$ cat config.mk
export PLATFORM = sky130hd
export DESIGN_NAME = uart_rx_fifo
export DESIGN_NICKNAME = d
export VERILOG_FILES = /design/src/rtl/uart_rx_fifo.sv
export SDC_FILE = /design/constraint.sdc
export NUM_CORES = 1
export LEC_CHECK = 0
export ABC_CLOCK_PERIOD_IN_PS = 2400
export CAP_MARGIN = 25
export CORE_UTILIZATION = 25
export CTS_BUF_LIST = sky130_fd_sc_hd__clkbuf_4
export CTS_CLUSTER_DIAMETER = 40
export DETAILED_ROUTE_END_ITERATION = 16
export PLACE_DENSITY = 0.42
export SLEW_MARGIN = 20
export SYNTH_ARGS = -nofsm -noshare
export SYNTH_HDL_FRONTEND = slang
export SYNTH_SLANG_ARGS = --single-unit
$ cat constraint.sdc
create_clock -name rx_clk -period 2.4 [get_ports rx_clk]
set_input_delay 0.24 -clock rx_clk [delete_from_list [all_inputs] [get_ports rx_clk]]
set_output_delay 0.24 -clock rx_clk [all_outputs]
set_load 0.03 [all_outputs]
$ cat src/rtl/uart_rx_fifo.sv
// uart_rx_fifo: oversampling UART receiver feeding a first-word-fall-through FIFO.
//   rx_clk         oversample clock (OVERSAMPLE x baud), single clock domain
//   rx_rst_n       asynchronous active-low reset
//   rx_data        serial line, idles high, asynchronous to rx_clk
//   rx_dout        head-of-FIFO data word, LSB = first received bit
//   rx_parity_err  head-of-FIFO parity error flag (0 when PARITY = 0)
//   rx_frame_err   head-of-FIFO framing error flag
//   rx_valid       FIFO non-empty
//   rx_ready       consumer accepts head entry
//   rx_overrun     one-cycle pulse when a completed word is dropped (FIFO full)
//   rx_busy        receiver is inside a frame
module uart_rx_fifo #(
  parameter int unsigned WIDTH      = 8,
  parameter int unsigned PARITY     = 0,
  parameter int unsigned STOP_BITS  = 1,
  parameter int unsigned OVERSAMPLE = 16,
  parameter int unsigned FIFO_DEPTH = 4
) (
  input  logic             rx_clk,
  input  logic             rx_rst_n,
  input  logic             rx_data,
  output logic [WIDTH-1:0] rx_dout,
  output logic             rx_parity_err,
  output logic             rx_frame_err,
  output logic             rx_valid,
  input  logic             rx_ready,
  output logic             rx_overrun,
  output logic             rx_busy
);

  localparam int unsigned CW = $clog2(OVERSAMPLE);
  localparam int unsigned AW = $clog2(FIFO_DEPTH);
  localparam int unsigned NW = AW + 1;
  localparam int unsigned EW = WIDTH + 2;

  localparam logic [CW-1:0] CNT_LAST = CW'(OVERSAMPLE - 1);
  localparam logic [CW-1:0] CNT_S0   = CW'(OVERSAMPLE / 2 - 1);
  localparam logic [CW-1:0] CNT_S1   = CW'(OVERSAMPLE / 2);
  localparam logic [CW-1:0] CNT_VOTE = CW'(OVERSAMPLE / 2 + 1);
  localparam logic [3:0]    DATA_LAST = 4'(WIDTH - 1);
  localparam logic [3:0]    STOP_LAST = 4'(STOP_BITS - 1);
  localparam logic [NW-1:0] FIFO_FULL = NW'(FIFO_DEPTH);
  localparam bit            HAS_PARITY = (PARITY != 0);
  localparam bit            ODD_PARITY = (PARITY == 1);

  typedef enum logic [2:0] {
    S_IDLE,
    S_START,
    S_DATA,
    S_PARITY,
    S_STOP
  } state_t;

  // Line synchroniser plus one history flop for falling-edge detection
  logic sync_q;
  logic line_sync;
  logic line_prev;

  always_ff @(posedge rx_clk or negedge rx_rst_n) begin
    if (!rx_rst_n) begin
      sync_q    <= 1'b1;
      line_sync <= 1'b1;
      line_prev <= 1'b1;
    end else begin
      sync_q    <= rx_data;
      line_sync <= sync_q;
      line_prev <= line_sync;
    end
  end

  state_t           state_q;
  logic [CW-1:0]    cnt_q;
  logic [3:0]       bit_idx_q;
  logic [WIDTH-1:0] shreg_q;
  logic             samp0_q;
  logic             samp1_q;
  logic             parity_err_q;
  logic             frame_err_q;

  logic start_det_c;
  logic wrap_c;
  logic vote_pt_c;
  logic vote_c;
  logic push_req_c;
  logic [EW-1:0] push_word_c;

  assign start_det_c = (state_q == S_IDLE) && !line_sync && line_prev;
  assign wrap_c      = (cnt_q == CNT_LAST);
  assign vote_pt_c   = (cnt_q == CNT_VOTE);
  // Majority of the two stored samples and the live third sample
  assign vote_c      = (samp0_q & samp1_q) | (samp0_q & line_sync) | (samp1_q & line_sync);
  // Word completes at the vote point of the last stop bit
  assign push_req_c  = (state_q == S_STOP) && vote_pt_c && (bit_idx_q == STOP_LAST);
  assign push_word_c = {frame_err_q | ~vote_c, parity_err_q, shreg_q};

  // Frame FSM with sample counter, shifter and error accumulation
  always_ff @(posedge rx_clk or negedge rx_rst_n) begin
    if (!rx_rst_n) begin
      state_q      <= S_IDLE;
      cnt_q        <= '0;
      bit_idx_q    <= '0;
      shreg_q      <= '0;
      samp0_q      <= 1'b1;
      samp1_q      <= 1'b1;
      parity_err_q <= 1'b0;
      frame_err_q  <= 1'b0;
      rx_busy      <= 1'b0;
    end else begin
      if (state_q != S_IDLE) begin
        cnt_q <= wrap_c ? '0 : cnt_q + CW'(1);
        if (cnt_q == CNT_S0) samp0_q <= line_sync;
        if (cnt_q == CNT_S1) samp1_q <= line_sync;
      end
      case (state_q)
        S_IDLE: begin
          if (start_det_c) begin
            state_q      <= S_START;
            cnt_q        <= '0;
            bit_idx_q    <= '0;
            parity_err_q <= 1'b0;
            frame_err_q  <= 1'b0;
            rx_busy      <= 1'b1;
          end
        end
        S_START: begin
          if (vote_pt_c && vote_c) begin
            // False start: line was high again at mid-bit
            state_q <= S_IDLE;
            cnt_q   <= '0;
            rx_busy <= 1'b0;
          end else if (wrap_c) begin
            state_q   <= S_DATA;
            bit_idx_q <= '0;
          end
        end
        S_DATA: begin
          if (vote_pt_c) shreg_q <= {vote_c, shreg_q[WIDTH-1:1]};
          if (wrap_c) begin
            if (bit_idx_q == DATA_LAST) begin
              state_q   <= HAS_PARITY ? S_PARITY : S_STOP;
              bit_idx_q <= '0;
            end else begin
              bit_idx_q <= bit_idx_q + 4'd1;
            end
          end
        end
        S_PARITY: begin
          if (vote_pt_c) parity_err_q <= (^shreg_q) ^ vote_c ^ ODD_PARITY;
          if (wrap_c) state_q <= S_STOP;
        end
        S_STOP: begin
          if (vote_pt_c && !vote_c) frame_err_q <= 1'b1;
          if (push_req_c) begin
            // Leave early so a start edge in the stop bit's second half is seen
            state_q   <= S_IDLE;
            cnt_q     <= '0;
            bit_idx_q <= '0;
            rx_busy   <= 1'b0;
          end else if (wrap_c) begin
            bit_idx_q <= bit_idx_q + 4'd1;
          end
        end
        default: begin
          state_q <= S_IDLE;
          cnt_q   <= '0;
          rx_busy <= 1'b0;
        end
      endcase
    end
  end

  // FIFO bookkeeping
  logic [EW-1:0] mem_q [FIFO_DEPTH];
  logic [AW-1:0] wr_ptr_q;
  logic [AW-1:0] rd_ptr_q;
  logic [NW-1:0] count_q;
  logic [NW-1:0] count_nxt_c;
  logic          pop_c;
  logic          push_ok_c;
  logic [EW-1:0] head_c;

  assign pop_c     = rx_valid && rx_ready;
  // A simultaneous pop frees the slot the push needs
  assign push_ok_c = push_req_c && ((count_q != FIFO_FULL) || pop_c);

  always_comb begin
    count_nxt_c = count_q;
    if (push_ok_c && !pop_c) count_nxt_c = count_q + NW'(1);
    if (pop_c && !push_ok_c) count_nxt_c = count_q - NW'(1);
  end

  always_ff @(posedge rx_clk or negedge rx_rst_n) begin
    if (!rx_rst_n) begin
      wr_ptr_q   <= '0;
      rd_ptr_q   <= '0;
      count_q    <= '0;
      rx_valid   <= 1'b0;
      rx_overrun <= 1'b0;
    end else begin
      if (push_ok_c) wr_ptr_q <= wr_ptr_q + AW'(1);
      if (pop_c)     rd_ptr_q <= rd_ptr_q + AW'(1);
      count_q    <= count_nxt_c;
      rx_valid   <= (count_nxt_c != '0);
      rx_overrun <= push_req_c && !push_ok_c;
    end
  end

  // Storage needs no reset; reads are gated by rx_valid
  always_ff @(posedge rx_clk) begin
    if (push_ok_c) mem_q[wr_ptr_q] <= push_word_c;
  end

  assign head_c        = mem_q[rd_ptr_q];
  assign rx_dout       = rx_valid ? head_c[WIDTH-1:0] : '0;
  assign rx_parity_err = rx_valid & head_c[WIDTH];
  assign rx_frame_err  = rx_valid & head_c[WIDTH+1];

endmodule

### Word level (Yosys, flattened, before mapping)

Memories as Yosys holds them, arrays and structs flattened.
Cells that the tools add are included.

* register bits: 36
* RAM bits: 40
* input port bits: 4
* output and inout bits: 13
* memories: 1

Memories
* mem_q: words 4, width 10, read ports 1, clocked after Yosys merged registers in 0, wr ports 1, line 173 `logic [EW-1:0] mem_q [FIFO_DEPTH];`

* add/sub/neg operators: 6
* equality and inequality tests: 22
* muxes and demuxes: 36
* bitwise logic cells: 11
* reductions and logical operators: 33

Operator list (count)
* 2-to-1 mux 4 bit: 12
* case mux 4 bit (4 select lines): 2
* 2-to-1 mux 3 bit: 9
* != test 2 bit (second input constant): 9
* case mux 3 bit (5 select lines): 1
* equality test 4 bit (second input constant): 3
* AND reduction 6 bit: 2
* logical AND 1 bit: 11
* != test 3 bit (second input constant): 3
* adder 4 x 1 -> 4 bit (second input constant): 2
* equality test 4 x 3 -> 1 bit (second input constant): 2
* 2-to-1 mux 1 bit: 8
* 2-to-1 mux 8 bit: 1
* XOR reduction 8 bit: 1
* equality test 3 x 2 -> 1 bit (second input constant): 2
* AND reduction 2 bit: 3
* AND reduction 3 bit: 2
* nonzero test 3 bit: 2
* AND 1 bit: 5
* adder 2 x 1 -> 2 bit (second input constant): 2
* logical NOT 1 bit: 4
* logical NOT 4 bit: 1
* case mux 1 bit (2 select lines): 2
* case mux 1 bit (4 select lines): 1
* 14 further kinds: 18

### Logic depth before layout (Yosys ltp)

Gate-level depths: netlist of run 1.

* depth in word-level cells: 8
* depth in mapped cells: 8

### Least setup slack after synthesis of run 1

Ideal clock, no wire load.

* path kind: register -> register
* start point: register bit_idx_q[0]
* end point: register rx_valid
* library setup time: 0.131 ns
* data arrival time: 2.046 ns
* required time: 2.269 ns
* slack: 0.222 ns
* stages on the path, launching flop included: 9
* buffers on the path: 1
* period minus slack after synthesis: 2.178 ns
* path through: dfrtp_1 -> inv_1 -> ha_1 -> or3b_4 -> a2111oi_4 -> buf_6 -> a21oi_1 -> xnor2_1 -> or3_1

* longest elaborated chain between the ends: 7
* elaborated cells on any way between the ends: 9
* classes of those cells: mux: 2; reduce/logical: 7

RTL lines
* start: declaration: line 73 `logic [3:0] bit_idx_q;`
* start signal: assignment: line 143 `bit_idx_q <= bit_idx_q + 4'd1;`
* start signal: assignment: line 160 `bit_idx_q <= bit_idx_q + 4'd1;`
* logical NOT 4 bit *: line 93 `assign push_req_c = (state_q == S_STOP) && vote_pt_c && (bit_idx_q == STOP_LAST);`
* logical AND 1 bit *: line 93
* logical AND 1 bit *: line 184 `assign push_ok_c = push_req_c && ((count_q != FIFO_FULL) || pop_c);`
* logical AND 1 bit or logical NOT 1 bit (tied branches): line 188, 189
* 2-to-1 mux 3 bit or logical AND 1 bit (tied branches): line 188, 189
* 2-to-1 mux 3 bit *: line 189 `if (pop_c && !push_ok_c) count_nxt_c = count_q - NW'(1);`
* net count_nxt_c[0]: line 177 `logic [NW-1:0] count_nxt_c;`
* nonzero test 3 bit *: line 203 `rx_valid <= (count_nxt_c != '0);`
* end signal: assignment: line 203
* end: declaration: line 25 `output logic rx_valid,`

The timed path passes the listed nets; every way through them passes the cells marked *.
A chain may end at the register's enable or synchronous reset.

### Worst setup path after layout of run 1

Same ends and word-level chain as after synthesis.

==> results.txt, run 1 <==
- Run status: finished, final reports clean
* Kind of end point of the critical path: register
* Critical path start-end classification: register to register
* Via count normalized by instance count: 4.388
- Most numerous cell in the Yosys netlist: edfxtp_1
* Min cycle time layout: 2.251 ns
- The final route contains 2093 vias.
- Layout Nets: 308
- For the pin with the worst max-slew slack, the measured transition is 0.8307 ns.
* Total wire length: 6.714 mm
- Total Power Consumption: 3791 uW
- Counting tap cells, the placed design contains a total of 459 instances.
- Across the run, the number of max-cap violations was 0.
- The initial utilization of the core area, before any placement, comes to 0.2561.
- WP data arrival: 2.57 ns
* DRC marker count from the first detailed-route iteration: 145
* Depth of the most critical reg-to-reg path: 8
- For this design the top-level I/O count stands at 17.
- Remaining global-route overflow: 0
- CTS Root Buffer Type: clkbuf_4
- Detailed placement finished with a half-perimeter wire length of 4.707 mm.
- Of the post-synthesis cell area, the dominant cell type holds 0.3392.
- Number of global-route vias before repair: 2148
- Weighted congestion reported at the end of routability-driven placement: 0.7398
- Summed over all cells, the static leakage comes to 0.001653 uW.
- The finished layout holds 477 standard cells, fillers aside.
- Highest clock rate: 444.3 MHz
- The floorplan step defined a die boundary enclosing 0.01464 sq mm.
- At the worst endpoint, the required time is 2.72 ns.
- The path class of the tightest hold or removal check is input port to register.
- The H-tree was split into 3 levels.
- In the final routed layout, each cell accounts on average for 14.08 microns.
- Area of all placed cells without fillers: 0.004121 sq mm
- During placement, the flow inserted port buffers numbering 16.
* Proportion of power drawn by the clock network: 0.191
* Chip width: 121.0 microns
* Number of filler cells placed in the layout: 1394
* Seq/Total Area, Yosys: 0.5954
* Post-synth top flop: edfxtp_1
- In this run the remaining antenna-violating nets after routing total 0.
- After clock tree synthesis, the clock-pin slew on the worst setup and hold paths is 0.14 ns.
- From bottom edge to top edge, the die measures 121.0 microns.
- After synthesis the cells add up to 0.003541 sq mm.
- TritonCTS built the clock tree.
- Mapped Avg Cell Area: 13.67 sq um
- Number of register bits inferred by synthesis: 76
- The floorplan step defined a core boundary enclosing 0.01383 sq mm.
* Unrepaired setup endpoints after global routing: false
- For this design the total switching power over the nets is 1390 uW.
- The initial antenna violation count is 0.
- The number of nets handed over by synthesis was 275.
- In the final layout, the share of cells above drive strength 1 is 0.2323.
- After detailed routing, the number of remaining DRC violations is 0.
* Internal Power: 2400 uW
- The final hold violation count was 0.
- Most frequent cells after synthesis: 40 x edfxtp_1, 31 x dfrtp_1, 14 x o21ai_0, 13 x inv_1, 13 x xnor2_1
* Max FO, Critical Path: 5
- Along the worst hold path, the cell count comes to 1.
- Top post-synthesis cells by area: edfxtp_1 34%, dfrtp_1 22%, mux4_2 6.4%
* Period Utilization, post-route: 0.9378
- Synthesis produced 259 cells.
- P&R area growth vs syn: 16.40%
* Async set or reset register ratio after synthesis: 0.4737
* Maximum vdd drop: 0.2280 mV
* Number of buffers between clock root and the deepest sink: 2
- Total negative slack: 0 ns
- Synthesis Warnings: 0
- Entering global routing, the biggest net connects 37 pins.
- Total CTS buffers: 9
- Across every metal layer, demand over resource in global routing totals 0.1020.
- Of the total power, combinational logic draws 0.356.
- Power density over cell area: 919.8 mW/mm^2
* Leading area contributor after synthesis: edfxtp_1
- Fraction of power spent switching nets: 0.3668
* Layout Utilization: 0.2981
* Power share of the sequential group: 0.453
- Placement-stage cell area: 0.003989 sq mm
- Library cells used by synthesis: 51
* Critical Path Source Type: register
- DRT Pass-1 Iters: 4
* Slew Limit Headroom: 0.4462
* # setup viols final: 0
- Std cell rows: 43
- Insertion delay to the later sink of the worst-skew pair: 0.42 ns
* Skew final: 0.01239 ns
- The first global-routing pass estimated 11.31 mm of wire.
- The final max-slew violation count is 0.
- Antenna Cells: 0
- In this run, synthesis inferred 40 flip-flops with an integrated enable.
- Clock tree synthesis found a total of 76 sinks.
==> layout by cell type, fill, tap and decap left out, drive strengths merged, types with 2 or more instances in the layout <==
| cell | netlist | layout |
|---|---|---|
| clkdlybuf4s50 | 0 | 5 |
| dfstp | 5 | 5 |
| nor3 | 2 | 2 |
| and3 | 3 | 3 |
| or3b | 2 | 2 |
| nor2b | 2 | 2 |
| nand4 | 2 | 2 |
| a21o | 4 | 4 |
| xnor2 | 13 | 13 |
| mux4 | 10 | 10 |
| xor2 | 2 | 2 |
| mux2 | 10 | 10 |
| nand3 | 6 | 6 |
| a32o | 2 | 2 |
| nand2 | 11 | 11 |
| o211ai | 2 | 2 |
| clkbuf | 7 | 9 |
| dfrtp | 31 | 31 |
| o311ai | 2 | 2 |
| buf | 3 | 16 |
| clkinvlp | 0 | 2 |
| ha | 12 | 12 |
| a21oi | 9 | 9 |
| o21ai | 14 | 14 |
| or3 | 5 | 5 |
| nor2 | 9 | 9 |
| nor3b | 4 | 4 |
| and2 | 15 | 15 |
| inv | 13 | 17 |
| edfxtp | 40 | 40 |
| nand2b | 2 | 2 |
| a31oi | 3 | 3 |
| dlygate4sd2 | 0 | 10 |
==> routing by layer <==
layer	vias to the layer above	part of all wire	track usage
met1	1049	0.50	0.1378
met5	-	0	0
met2	21	0.46	0.1596
li1	1019	-	-
met4	0	0.0085	0.03472
met3	4	0.027	0.02444
==> final timing paths <==
kind	endpoint	slack [ns]	start
max	rx_valid	0.15	bit_idx_q[0]
min	sync_q	0.23	rx_data
max reg2reg	rx_valid	0.15	bit_idx_q[0]
min reg2reg	line_sync	0.37	sync_q
max in group asynchronous	rd_ptr_q[1]	1.39	rx_rst_n
min in group asynchronous	bit_idx_q[2]	0.43	rx_rst_n
==> logic make-up after synthesis <==
family                   count (synthesis)  share of synthesized area
XOR/XNOR                                15                    0.03710
adder cells (fa/ha/maj)                 13                    0.04523
AND/OR/NAND/NOR                         68                     0.1117
multiplexers                            20                    0.09541
flip-flops                              76                     0.5954
AO/OA/AOI/OAI                           44                    0.08728
buffers and inverters                   23                    0.02792
==> critical path, stage by stage, from the launching register on <==
cell and delay, ns:
dfrtp_1 0.41, inv_1 0.09, ha_1 0.16, or3b_4 0.42, a2111oi_4 0.32, buf_4 0.19
a32oi_1 0.11, xnor2_1 0.15, or3_1 0.30
==> repair_timing <==
item / CTS / global route
gates resized for setup: 11 / 1
pin swaps: 0 / 1
hold buffers: 1 / 0
endpoints found under the setup margin: 10 / 41
hold endpoints to repair: 31 / 0
buffers inserted: 0 / 1
==> power by group through the flow <==
stage | sequential, uW | clock [uW] | combinational [uW]
after floorplan | 1700 | 0 | 983
after global placement | 1740 | 0 | 1400
after detailed placement | 1750 | 0 | 1410
after CTS | 1720 | 765 | 1380
after global routing | 1740 | 827 | 1510
final | 1720 | 724 | 1350
==> layout make-up <==
type / count / area [sq um] / share of cell area
clock inverter: 7 / 57.56 / 0.01396
tap: 180 / 225.2 / 0.05464
sequential: 76 / 2110 / 0.5118
timing repair buffer: 32 / 277.8 / 0.06740
clock buffer: 9 / 67.56 / 0.01639
multi-input combinational: 160 / 1335 / 0.3239
inverter: 13 / 48.80 / 0.01184
==> per-stage QoR <==
step	worst slack, ns	hold WS [ns]
finish	0.1493	0.2252
global route	0.02147	0.1819
CTS	0.002256	0.1920
detailed placement	0.01069	0.3500
global placement	0.04803	0.3480
floorplan	0.2223	-0.05559
==> state kept, by name, summed over array words and instances, names as in the netlist, 2 cells and up <==
name and flops:
state_q 3, wr_ptr_q 2, mem_q 40, rd_ptr_q 2, count_q 3, bit_idx_q 4, cnt_q 4, shreg_q 8
(Power assumes the default switching activity.)
==> run 2, diff against run 1 <==
--- a/config.mk
+++ b/config.mk
@@ -7,11 +7,14 @@
 export LEC_CHECK = 0
 export ABC_CLOCK_PERIOD_IN_PS = 2400
 export CAP_MARGIN = 25
+export CORE_ASPECT_RATIO = 1.75
 export CORE_UTILIZATION = 25
 export CTS_BUF_LIST = sky130_fd_sc_hd__clkbuf_4
 export CTS_CLUSTER_DIAMETER = 40
+export CTS_CLUSTER_SIZE = 16
 export DETAILED_ROUTE_END_ITERATION = 16
 export PLACE_DENSITY = 0.42
+export SKIP_LAST_GASP = 1
 export SLEW_MARGIN = 20
 export SYNTH_ARGS = -nofsm -noshare
 export SYNTH_HDL_FRONTEND = slang
==> run 2 against run 1 <==
Net effect: register-to-register slack got worse by 0.03 ns; routed wire length is 5.6% higher; cell count shrank 0.63%; utilization rose by 0.23 points; fmax decreased by 1.4%; via count grew 0.19%; total power rose by 5.4%; highest routed layer unchanged; final area increased by 0.82%; clock skew rose by 0.0022 ns.
==> results.txt, run 2 (synthesis gave the netlist of run 1 again) <==
* Highest-delay cell along the critical path: dfrtp_1
* Final-report max-slew violation count: 0 (unchanged)
- The core region area came to 0.01384 sq mm (about the same).
- Number of sinks on the clock net: 76 (unchanged)
- The total grt overflow is 0 (unchanged).
- Hold Violations, Final: 0 (unchanged)
- WHS: 0.2110 ns (-0.01426 ns)
- Count of maximum capacitance violations: 0 (unchanged)
- DRC violations left: 0 (unchanged)
- Count of buffering cells on the critical path with inverters included: 2 (unchanged)
- Reg-to-Reg End: mem_q[1][4]
- The critical path in this run is classified as register to register.
- CTS tree: built
- The total leakage power came to 0.001670 uW (+1.0%).
- Max FO, Critical Path: 10 (+5)
- The worst path setup slack after routing was 0.1180 ns (-0.03127 ns).
* CTS Root Buffer Type: clkbuf_4
- Via Count: 2097 (+0.19%)
* Wire length of the first global-routing pass: 11.66 mm (+3.1%)
* Skew final: 0.01463 ns (+0.002241 ns)
- The normalized max-slew margin came to 0.4398 (-0.006383).
- The largest net degree at the start of global routing was 37 (unchanged).
- The highest metal layer carrying signal wires in the routed design is met4.
- The clock-pin slew on the worst setup and hold paths is 0.13 ns (about the same).
- The largest buffer count on any clock path is 2 (unchanged).
* DRT Pass-1 Iters: 4 (unchanged)
- The total power divided by cell area is 961.7 mW/mm^2 (+4.6%).
- The TritonCTS buffer count is 9 (unchanged).
* Sum of met2 wire segment lengths after detailed routing: 4.147 mm (+34%)
- The critical path ends at mem_q[1][4].
- M1 wire length: 2.608 mm (-23%)
* Global router's overall resource usage: 0.1064 (+0.004338)
- Walking the worst path, the cells encountered are inv_1, ha_1, or3b_4, a2111oi_4, buf_4, and2_4.
- Total length of routed met3 wires: 139 microns (-22%)
- The worst hold path belongs to the class input port to register.
- The largest voltage drop on the vdd net came to 0.2336 mV (+2.4%).
* Layout Utilization: 0.3003 (+0.002253)
- Maximum single-stage delay on the critical path: 0.43 ns (about the same)
- The final wirelength is 7.089 mm (+5.6%).
- Setup repair after global routing left no endpoint under its margin.
- Launching element of the worst setup path: bit_idx_q[0]
- Kind of cell with the highest combined delay on the critical path: simple AND/OR/NAND/NOR gates
- The number of global-route vias before repair came to 2198 (+2.3%).
* Number of flip-flops in the largest register: 40 (unchanged)
- Post-placement worst setup slack: -0.02117 ns (-0.03186 ns)
* Via count normalized by instance count: 4.424 (+0.83%)
- Largest registers: mem_q: 40 flops, shreg_q: 8 flops
- The effective utilization at floorplan came to 0.2559 (about the same).
* Register-to-register path setup slack: 0.12 ns (-0.03 ns)
* Area of all placed cells without fillers: 0.004155 sq mm (+0.82%)
* Most common cell after layout, fill and taps aside: edfxtp_1
- The arrival time of the worst setup path is 2.42 ns (-0.15 ns).
- Chip width: 91.97 microns (-24%)
* Detailed Place HPWL: 5.228 mm (+11%)
* CTS HTree Levels: 3 (unchanged)
- The final weighted congestion in routability-driven placement was 0.7796 (+5.4%).
* DIE HEIGHT: 159.4 microns (+32%)
- Number of I/O pins: 17 (unchanged)
* Number of filler cells placed in the layout: 1443 (+3.5%)
- The time the worst path needs with I/O delays and setup is 2.282 ns (+0.03127 ns).
* Largest register by flop count: mem_q
- Depth of the most critical reg-to-reg path: 6 (-2)
- The antenna violation net count after detailed routing is 0 (unchanged).
- STA classifies the critical path startpoint as a register.
* Reg2Reg Launch Point: bit_idx_q[0]
- The area of the die is 0.01466 sq mm (+0.13%).
- The data required time at the worst endpoint is 2.54 ns (-0.18 ns).
* P&R area growth vs syn: 17.35%
- Share of final-layout standard cells stronger than drive strength 1: 0.2230 (-0.009350)
* Placement-stage cell area: 0.003985 sq mm (about the same)
* Kind of end point of the critical path: register
- DRC marker count from the first detailed-route iteration: 56 (-61%)
- The total setup violations reported at the end of the flow came to 0 (unchanged).
- Leaving out fill and tap cells, the most frequent cells in the layout are 40 x edfxtp_1, 31 x dfrtp_1, 14 x o21ai_0.
- The average wire per cell in the routed design is 14.96 microns (+6.3%).
- Highest clock rate: 438.2 MHz (-1.4%)
- Run status: finished, final reports clean
- Antenna violations before repair: 1 (+1)
- The critical path depth in cells was 6 (-2).
* Layout Nets: 307 (-0.32%)
- The row count is 57 (+33%).
- The startpoint identified for the worst hold timing path is rx_data.
* PortBufs: 16 (unchanged)
- The period utilization is 0.9508 (+0.01303).
- Least-Margin Pin Slew: 0.8403 ns (+0.009575 ns)
* Insertion delay to the later sink of the worst-skew pair: 0.44 ns (+0.02 ns)
==> run 2: per-layer routing <==
| metal | up-vias | GRT usage |
|---|---|---|
| met5 | - | 0 |
| met4 | 0 | 0.05114 |
| met3 | 9 | 0.02483 |
| met2 | 20 | 0.2028 |
| met1 | 1046 | 0.1048 |
| li1 | 1022 | - |
==> run 2: what timing repair did <==
| action | 4_1_cts | 5_1_grt |
|---|---|---|
| endpoints found under the hold margin | 31 | 0 |
| pin swaps | 0 | 1 |
| setup endpoints to repair | 43 | 35 |
| hold buffers | 1 | 0 |
| gates resized for setup | 14 | 0 |
| buffers inserted | 0 | 0 |
==> run 2: worst reg2reg max path, cell delays in order, from the launching register on <==
cell	delay [ns]
dfrtp_1	0.43
inv_1	0.10
ha_1	0.16
or3b_4	0.42
a2111oi_4	0.40
buf_4	0.23
and2_4	0.25
==> run 2: how the worst min path moves through the flow <==
stage / slack [ns] / cells past startpoint / endpoint
after global placement: 0.35 / 0 / line_sync
after CTS: 0.19 / 1 / sync_q
final: 0.21 / 1 / sync_q
after detailed placement: 0.35 / 0 / line_sync
after floorplan: -0.06 / 0 / bit_idx_q[0]
after global routing: 0.19 / 1 / sync_q
==> run 2: report_power, final <==
group          total (uW)  internal [uW]  switching, uW
sequential           1690           1540            145
clock                 914            430            484
combinational        1400            631            766
total                4000           2600           1390
==> run 2: layout make-up <==
type | instances | area [sq um] | area share
antenna | 1 | 2.502 | 0.0006022
clock buffer | 9 | 67.56 | 0.01626
clock inverter | 7 | 97.59 | 0.02349
inverter | 13 | 48.80 | 0.01174
multi-input combinational | 160 | 1339 | 0.3222
timing repair buffer | 31 | 270.3 | 0.06504
sequential | 76 | 2108 | 0.5074
tap | 177 | 221.5 | 0.05330
==> run 2: through the flow <==
| step | total power, uW | TNS, ns | std cells |
|---|---|---|---|
| floorplan | 2685 | 0 | 259 |
| global placement | 3168 | 0 | 456 |
| detailed placement | 3182 | -0.2001 | 456 |
| CTS | 4070 | 0 | 473 |
| global route | 4267 | 0 | 474 |
| finish | 3996 | 0 | 474 |
==> run 3, diff against run 2 <==
--- a/config.mk
+++ b/config.mk
@@ -8,12 +8,12 @@
 export ABC_CLOCK_PERIOD_IN_PS = 2400
 export CAP_MARGIN = 25
 export CORE_ASPECT_RATIO = 1.75
-export CORE_UTILIZATION = 25
+export CORE_UTILIZATION = 45
 export CTS_BUF_LIST = sky130_fd_sc_hd__clkbuf_4
 export CTS_CLUSTER_DIAMETER = 40
 export CTS_CLUSTER_SIZE = 16
 export DETAILED_ROUTE_END_ITERATION = 16
-export PLACE_DENSITY = 0.42
+export PLACE_DENSITY = 0.64
 export SKIP_LAST_GASP = 1
 export SLEW_MARGIN = 20
 export SYNTH_ARGS = -nofsm -noshare
==> run 3 against run 2 <==
Net effect: clock-buffer cell count unchanged; non-clock buffer count unchanged; via count increased by 0.62%; routed wire length decreased by 15%; largest cell class unchanged.
==> results.txt, run 3 (synthesis gave the netlist of run 1 again) <==
* Worst-case setup margin in the final layout: 0.09524 ns (-0.02274 ns)
- The number of violations reported at the end of detailed-routing iteration 0 is 154 (+180%).
- Number of global-route vias before repair: 2129 (-3.1%)
- Min cycle time layout: 2.305 ns (+0.02274 ns)
- Slew Limit Headroom: 0.4616 (+0.02182)
- The combinational fraction of design power is 0.337 (-0.013).
- TritonCTS built the clock tree.
- The number of vias per cell is 5.481 (+24%).
* Number of cells in the finished layout apart from fillers: 385 (-19%)
* Antenna violations before repair: 0 (-1)
- The share of layout cells above drive strength 1 is 0.2196 (-0.003378).
- DRT Pass-1 Iters: 4 (unchanged)
* Most common cell after layout, fill and taps aside: edfxtp_1
* Number of flip-flops in the largest register: 40 (unchanged)
- The final max-slew violation count was 0 (unchanged).
- The total leakage power is 0.001669 uW (about the same).
* Std cell rows: 42 (-26%)
* DIE HEIGHT: 119.3 microns (-25%)
* Period Utilization, post-route: 0.9603 (+0.009475)
- The total power was 3893 uW (-2.6%).
* Core Area: 0.007567 sq mm (-45%)
- The footprint of the multi-input gates was 0.001334 sq mm (-0.37%).
- Maximum vdd drop: 0.5281 mV (+130%)
- The placed cell area came to 0.003851 sq mm (-3.4%).
* Skew final: 0.006584 ns (-0.008049 ns)
- The area of all sequential standard cells is 0.002108 sq mm (unchanged).
- Via Count: 2110 (+0.62%)
- CTS Root Buffer Type: clkbuf_4
* Global router's overall resource usage: 0.1618 (+0.05540)
- Fraction of power spent switching nets: 0.3383 (-0.01058)
* Sw power: 1317 uW (-5.5%)
* Number of I/O pins: 17 (unchanged)
* Wire length of the first global-routing pass: 10.16 mm (-13%)
* Critical path start-end classification: register to primary output
- The width of the chip was 69.06 microns (-25%).
* Number of sinks on the clock net: 76 (unchanged)
* Die Footprint: 0.008241 sq mm (-44%)
* Power share of the sequential group: 0.443 (+0.021)
- Area of all placed cells without fillers: 0.004031 sq mm (-3.0%)
* Unrepaired setup endpoints after global routing: false
* Largest registers: mem_q: 40 flops, shreg_q: 8 flops
- The final layout net count was 307 (unchanged).
- The total setup violations reported at the end of the flow is 0 (unchanged).
- The data required time at the worst endpoint came to 2.16 ns (-0.38 ns).
* Critical Path Source Type: register
* DRC violations left: 0 (unchanged)
- P&R area growth vs syn: 13.85%
* Final routed wire length divided by cell count: 15.67 microns (+4.8%)
* Internal Power: 2576 uW (-0.99%)
* Highest clock rate: 433.9 MHz (-0.99%)
- The later-pin clock latency in the skew report is 0.42 ns (-0.02 ns).
* Kind of end point of the critical path: primary output
- The fill cell total of the finished layout came to 662 (-54%).
- The effective utilization at floorplan came to 0.4679 (+0.2120).
* Total CTS buffers: 9 (unchanged)
- WHS: 0.2159 ns (+0.004906 ns)
- The final weighted congestion in routability-driven placement was 0.7805 (+0.12%).
- The total power divided by cell area came to 965.7 mW/mm^2 (+0.42%).
- Remaining global-route overflow: 0 (unchanged)
- The number of placed cells counting well taps came to 364 (-20%).
- CTS HTree Levels: 3 (unchanged)
- The half-perimeter wire length after placement was 4.416 mm (-16%).
- The share of total power in the clock network is 0.221 (-0.008).
* Least-Margin Pin Slew: 0.8075 ns (-0.03273 ns)
- Counting flops per register, the top entry is mem_q.
* Number of nets with antenna violations after routing: 0 (unchanged)
- The largest net degree at the start of global routing came to 37 (unchanged).
- Post-placement worst setup slack: -0.005273 ns (+0.01589 ns)
* Run status: finished, final reports clean
* Clock-pin slew of the registers on the worst-case setup and hold paths: 0.12 ns (about the same)
- Max FO, Critical Path: 10 (unchanged)
- WP data arrival: 2.06 ns (-0.36 ns)
- Count of maximum capacitance violations: 0 (unchanged)
* Hold Violations, Final: 0 (unchanged)
* Total wire length: 6.032 mm (-15%)
- Most frequent cells in the layout: 40 x edfxtp_1, 31 x dfrtp_1, 14 x o21ai_0
* PortBufs: 16 (unchanged)
- Number of buffers between clock root and the deepest sink: 2 (unchanged)
- The min-delay analysis places its worst path in the category input port to register.
==> run 3: cell types whose count changed in the layout (fill, tap and decap cells not counted), sizes merged <==
cell,before,now
clkinv,1,4
clkinvlp,1,0
inv,16,14
==> run 3: path summary, 6_finish.rpt <==
check                           depth (start not counted)            to    startpoint  slack [ns]
worst min-delay path                                    1        sync_q       rx_data        0.22
worst max-delay path                                    4    rx_dout[4]   rd_ptr_q[0]         0.1
max in group asynchronous                               2    shreg_q[0]      rx_rst_n        1.46
worst max register to register                          8      rx_valid  bit_idx_q[0]        0.22
worst min register to register                          0     line_sync        sync_q        0.36
min in group asynchronous                               2  bit_idx_q[3]      rx_rst_n        0.42
==> run 3: power groups by stage <==
stage / clock, uW / sequential [uW] / combinational [uW]
after floorplan: 0 / 1700 / 983
after global placement: 0 / 1750 / 1330
after detailed placement: 0 / 1750 / 1350
after CTS: 879 / 1730 / 1320
after global routing: 930 / 1750 / 1450
final: 859 / 1720 / 1310
==> run 3: per-stage QoR <==
step	TNS [ns]	util
global route	0	0.5324
finish	0	0.5327
floorplan	0	-
global placement	0	0.5089
CTS	0	0.5294
detailed placement	-0.005273	0.5089
==> run 3: area by class of cell <==
cell class / instances / share of cell area
Inverter: 13 / 0.01210
Clock inverter: 7 / 0.02235
Multi-Input combinational cell: 160 / 0.3309
Tap cell: 88 / 0.02731
Timing Repair Buffer: 31 / 0.06704
Antenna cell: 1 / 0.0006207
Clock buffer: 9 / 0.01676
Sequential cell: 76 / 0.5230
==> run 3: repair_timing <==
| item | in CTS | in global routing |
|---|---|---|
| gates cloned | 0 | 0 |
| endpoints found under the hold margin | 31 | 0 |
| setup buffers | 0 | 3 |
| resized for setup | 10 | 0 |
| setup endpoints to repair | 11 | 42 |
| hold buffers | 1 | 0 |
| pin swaps | 1 | 2 |
==> run 3: metal layers <==
layer	vias up	track usage	routed length (microns)	share of wire
li1	1018	-	-	-
met1	1037	0.1746	2321	0.38
met2	39	0.2864	3374	0.56
met3	16	0.03384	136	0.023
met4	0	0.09566	199	0.033
met5	-	0	0	0
==> run 3: critical path, cell delays in order, from the launching register on <==
cell	delay [ns]
dfrtp_1	0.45
buf_12	0.17
mux4_2	0.50
and2_1	0.17
dlygate4sd2_1	0.34
